[config.mk]
export PLATFORM = sky130hd
export DESIGN_NAME = ps2_kbd_rx
export DESIGN_NICKNAME = d
export VERILOG_FILES = /design/src/rtl/ps2_kbd_rx.sv
export SDC_FILE = /design/constraint.sdc
export NUM_CORES = 1
export LEC_CHECK = 0
export CORE_MARGIN = 3
export CORE_UTILIZATION = 60
export DETAILED_ROUTE_END_ITERATION = 10
export MAX_ROUTING_LAYER = met4
export PLACE_DENSITY = 0.95
export REMOVE_ABC_BUFFERS = 1
export SETUP_SLACK_MARGIN = 0.2
export SLEW_MARGIN = 40
export SYNTH_ARGS = -nofsm -noshare
export SYNTH_HDL_FRONTEND = slang
export SYNTH_SLANG_ARGS = --single-unit
[constraint.sdc]
create_clock -name clk_sys -period 6.1 [get_ports clk_sys]
set_input_delay 0.61 -clock clk_sys [delete_from_list [all_inputs] [get_ports clk_sys]]
set_output_delay 0.61 -clock clk_sys [all_outputs]
set_load 0.005 [all_outputs]
[src/rtl/ps2_kbd_rx.sv]
// PS/2 keyboard receiver: synchronizes the PS/2 clock/data lines, deframes
// 11-bit frames and folds E0/F0 prefixes into complete key events.
module ps2_kbd_rx #(
    parameter logic [15:0] TIMEOUT = 16'd5000
) (
    input  logic       clk_sys,
    input  logic       reset,
    input  logic       ps2_kbd_clk,
    input  logic       ps2_kbd_data,
    output logic       byte_valid,
    output logic [7:0] byte_data,
    output logic       key_strobe,
    output logic [7:0] key_code,
    output logic       key_extended,
    output logic       key_released,
    output logic       frame_err
);

    typedef enum logic [1:0] {IDLE, DATA, PARITY, STOP} state_t;

    state_t      state, state_nxt, state_eff;
    logic        clk_s1, clk_s2, clk_hist;
    logic        dat_s1, dat_s2;
    logic        fe, timeout;
    logic [2:0]  bit_cnt, bit_cnt_nxt;
    logic [15:0] idle_cnt, idle_cnt_nxt;
    logic [7:0]  shift, shift_nxt;
    logic        parity, parity_nxt;
    logic        ext, ext_nxt, rel, rel_nxt;
    logic        byte_valid_nxt, key_strobe_nxt, frame_err_nxt;
    logic [7:0]  byte_data_nxt, key_code_nxt;
    logic        key_extended_nxt, key_released_nxt;

    assign fe      = clk_hist & ~clk_s2;
    assign timeout = (state != IDLE) && (idle_cnt >= TIMEOUT);

    always_comb begin
        state_nxt        = state;
        state_eff        = state;
        bit_cnt_nxt      = bit_cnt;
        shift_nxt        = shift;
        parity_nxt       = parity;
        ext_nxt          = ext;
        rel_nxt          = rel;
        byte_valid_nxt   = 1'b0;
        key_strobe_nxt   = 1'b0;
        frame_err_nxt    = 1'b0;
        byte_data_nxt    = byte_data;
        key_code_nxt     = key_code;
        key_extended_nxt = key_extended;
        key_released_nxt = key_released;

        // Timeout wins; a coincident edge is then treated as arriving in IDLE.
        if (timeout) begin
            frame_err_nxt = 1'b1;
            ext_nxt       = 1'b0;
            rel_nxt       = 1'b0;
            state_eff     = IDLE;
        end
        state_nxt = state_eff;

        if (fe) begin
            case (state_eff)
                IDLE: begin
                    if (!dat_s2) begin
                        state_nxt   = DATA;
                        bit_cnt_nxt = 3'd0;
                    end
                end
                DATA: begin
                    shift_nxt   = {dat_s2, shift[7:1]};
                    bit_cnt_nxt = bit_cnt + 3'd1;
                    if (bit_cnt == 3'd7) state_nxt = PARITY;
                end
                PARITY: begin
                    parity_nxt = dat_s2;
                    state_nxt  = STOP;
                end
                STOP: begin
                    state_nxt = IDLE;
                    if (dat_s2 && (^{shift, parity})) begin
                        byte_valid_nxt = 1'b1;
                        byte_data_nxt  = shift;
                        if (shift == 8'hE0) begin
                            ext_nxt = 1'b1;
                        end else if (shift == 8'hF0) begin
                            rel_nxt = 1'b1;
                        end else begin
                            key_strobe_nxt   = 1'b1;
                            key_code_nxt     = shift;
                            key_extended_nxt = ext;
                            key_released_nxt = rel;
                            ext_nxt          = 1'b0;
                            rel_nxt          = 1'b0;
                        end
                    end else begin
                        frame_err_nxt = 1'b1;
                        ext_nxt       = 1'b0;
                        rel_nxt       = 1'b0;
                    end
                end
                default: state_nxt = IDLE;
            endcase
        end

        if (state_nxt == IDLE || fe) idle_cnt_nxt = 16'd0;
        else                         idle_cnt_nxt = idle_cnt + 16'd1;
    end

    always_ff @(posedge clk_sys) begin
        if (reset) begin
            clk_s1       <= 1'b1;
            clk_s2       <= 1'b1;
            clk_hist     <= 1'b1;
            dat_s1       <= 1'b1;
            dat_s2       <= 1'b1;
            state        <= IDLE;
            bit_cnt      <= 3'd0;
            idle_cnt     <= 16'd0;
            shift        <= 8'h00;
            parity       <= 1'b0;
            ext          <= 1'b0;
            rel          <= 1'b0;
            byte_valid   <= 1'b0;
            key_strobe   <= 1'b0;
            frame_err    <= 1'b0;
            byte_data    <= 8'h00;
            key_code     <= 8'h00;
            key_extended <= 1'b0;
            key_released <= 1'b0;
        end else begin
            clk_s1       <= ps2_kbd_clk;
            clk_s2       <= clk_s1;
            clk_hist     <= clk_s2;
            dat_s1       <= ps2_kbd_data;
            dat_s2       <= dat_s1;
            state        <= state_nxt;
            bit_cnt      <= bit_cnt_nxt;
            idle_cnt     <= idle_cnt_nxt;
            shift        <= shift_nxt;
            parity       <= parity_nxt;
            ext          <= ext_nxt;
            rel          <= rel_nxt;
            byte_valid   <= byte_valid_nxt;
            key_strobe   <= key_strobe_nxt;
            frame_err    <= frame_err_nxt;
            byte_data    <= byte_data_nxt;
            key_code     <= key_code_nxt;
            key_extended <= key_extended_nxt;
            key_released <= key_released_nxt;
        end
    end

endmodule

==> reports/results.txt <==
period utilization: 44.0%
Mapped Area: 2410 um^2
R2R cell count: 7
Die H: 69.4 um
Filler cells: 221
Sw Pwr: 155 uW
FP Rows: 22
WS Path Type: flop to flop
Final nets: 281
Sw Ratio: 18.6%
CTS Sinks: 58
wire per inst: 14.2 um
Via Count: 1771
Total Wirelength: 4.61 mm
Antenna Violating Nets Remaining: 0
largest net degree at the start of global routing: 46
IO Pins: 25
Worst Path Arrival: 2.89 ns
Post-CTS Setup Inserts: 0
Starting DRT DRC Count: 178
die area: 4820 um^2
Die Span X: 69.4 um
antenna fix cells: 0
first-pass GRT wire length: 8.05 mm
LEAKAGE: 0.00110 uW
vias per std cell: 5.45
worst-margin pin slew: 0.599 ns
FFs w/ async S/R, synth: 0%
Remaining Overflow, GRT: 0
hold buffer count at CTS: 0
Port Buffer Count: 24
Crit path buffers/inverters: 1
setup TNS: 0 ns
Num CTS Buffers: 9
post-cts sizing count: 0
power share of the combinational group: 1.3%
vias in the first global route: 1797
share of layout cells above drive strength 1: 10.1%
max incr delay on CP: 0.54 ns
RSZ-0062 raised after global routing: no
non-filler instance count after layout: 325
reg2reg end: key_extended
fmax: 373 MHz
Post-Synthesis Cells: 248
Final Max Slew Viols: 0
Flop pwr share: 45.9%
Max Clock Skew: 0.0113 ns
Main synth FF type: dfxtp_1
worst min-delay path class: flop to flop
H-tree Lvls: 3
crit end category: flop
power share of the clock group: 52.8%
status: finished, final reports clean
Worst-path clk slew: 0.07 ns
DRC violations left: 0
crit-path cells: nor2b_1 > nand2_1 > or3_1 > a221oi_2 > buf_2 > mux2i_1 > nor2_1
post-DP HPWL: 2.94 mm
Int Pwr: 677 uW
cell area power density: 286 nW/um^2
cell count of the worst hold path: 1
minimum clock period: 2.68 ns
clk root buf: clkbuf_8
Seq/Total Area, Yosys: 48.1%
Final Hold Vio Count: 0
Final setup violation count: 0
Placed Cells: 310
CP max FO: 8
R2R Path Start: clk_s2
number of enable flip-flop cells after synthesis: 0
clk_lat worst skew: 0.34 ns
#FFs+latches synth: 58
CTS max path bufs: 2
worst relative slew slack: 60.1%
CTS tree: built
synth warn: 0
Core ar.: 3770 um^2
antenna violations before repair: 0
Pre-antenna DRT Iters: 5
All-Layer GR Usage: 21.6%
worst endpoint required time: 6.31 ns
Syn Area/Cell: 9.73 um^2
Worst VDD drop: 0.000153 V
distinct cell type count after synthesis: 42
Top delay family on crit path: simple AND/OR/NAND/NOR gates
area grow syn2layout: 20.7%
Initial Utilization: 64.0%
sequential cell area: 1160 um^2
GP Congestion: 0.813
multi-input logic area: 1170 um^2
worst hold path startpoint: dat_s1
r2r setup slk: 3.42 ns
# Max-Cap Violations: 0
Slowest cell on crit path: or3_1
hold path endpoint: dat_s2
crit start category: flop
==> cell families after synthesis <==
family / count (synthesis) / synth area share, %
flops: 58 / 48.1
compound gates: 27 / 7.47
xor+xnor: 20 / 9.08
simple gates: 95 / 19.7
mux: 23 / 9.54
other cells: 1 / 0.155
buf+inv: 20 / 3.84
fa+ha+maj: 4 / 2.07
==> metrics by stage <==
stage	instance area, um^2	setup WS [ns]	total power, uW	hold WS, ns	utilization, %
after detailed placement	2660	3.50	401	0.405	70.6
after floorplan	2350	3.78	394	0.389	-
after global placement	2660	3.52	401	0.392	70.5
after CTS	2910	3.43	836	0.417	77.2
final	2910	3.42	832	0.411	77.2
after global routing	2910	3.24	854	0.436	77.2
==> synth_stat cells, drive strengths merged (4+ instances only) <==
cell    instances  area, um^2
dfxtp          58        1160
nor2           45         176
xor2            7        61.3
a21oi          11        55.1
nor3            7        40.0
mux2i          23         230
xnor2          10        87.6
nand2          11        41.3
nand3           5        25.0
or2             5        31.3
or3             4        25.0
ha              4        50.1
buf             4        32.5
clkbuf         10        37.5
o21ai           5        25.0
inv             6        22.5
==> layer usage <==
layer | vias up | GRT usage [%] | part of all wire, %
li1 | 887 | - | -
met4 | 0 | 11.1 | 2.3
met2 | 45 | 34.0 | 48
met5 | - | - | 0
met3 | 12 | 4.93 | 4.1
met1 | 827 | 25.8 | 45
==> worst reg2reg max path, stage by stage, from the launching register on <==
cell      delay (ns)
dfxtp_1         0.32
nor2b_1         0.38
nand2_1         0.20
or3_1           0.54
a221oi_2        0.52
buf_2           0.31
mux2i_1         0.23
nor2_1          0.07
==> state kept, by name (all words and copies together) (netlist names) <==
| name | count |
|---|---|
| bit_cnt | 3 |
| byte_data | 8 |
| byte_valid | 1 |
| clk_hist | 1 |
| clk_s1 | 1 |
| clk_s2 | 1 |
| dat_s1 | 1 |
| dat_s2 | 1 |
| ext | 1 |
| frame_err | 1 |
| idle_cnt | 16 |
| key_code | 8 |
| key_extended | 1 |
| key_released | 1 |
| key_strobe | 1 |
| parity | 1 |
| rel | 1 |
| shift | 8 |
| state | 2 |
==> worst max path at each step <==
stage,start,end,slack [ns],depth (start not counted)
6_report,clk_s2,key_extended,3.42,7
5_1_grt,clk_hist,key_extended,3.24,7
4_1_cts,shift[3],key_extended,3.43,7
3_5_place_dp,idle_cnt[5],key_extended,3.50,7
3_3_place_gp,shift[3],key_code[4],3.52,6
2_1_floorplan,idle_cnt[5],key_code[1],3.78,6
==> final cells by class <==
class	count	share of cell area [%]
Clock inverter	4	3.39
Multi-Input combinational cell	172	40.0
Tap cell	48	2.06
Inverter	6	0.773
Sequential cell	58	39.9
Clock buffer	11	5.20
Timing Repair Buffer	26	8.68
==> power groups by stage <==
stage / registers [uW] / clock network, uW / logic [uW]
global placement: 391 / 0 / 10.3
detailed placement: 391 / 0 / 10.4
finish: 382 / 439 / 10.7
CTS: 382 / 443 / 10.6
floorplan: 390 / 0 / 3.63
global route: 382 / 460 / 12.0
==> layout by cell type, fill, tap and decap left out, types with 2 or more instances in the layout <==
cell             count
clkdlybuf4s50_1     24
xnor2_1             10
nor2_1              44
nor3_1               6
nor3b_1              2
o32ai_1              2
or2_2                5
nand2_1             11
clkbuf_8            11
xnor3_1              2
nand4b_1             2
nand3_1              5
nand4_1              3
dfxtp_1             58
or3_1                4
xor2_1               7
ha_1                 4
mux2i_1             23
conb_1               3
nand2b_1             3
and3_1               3
inv_1                6
a21oi_1             11
bufinv_16            3
o21ai_0              5
No activity file was read; power rests on OpenSTA's default activity.
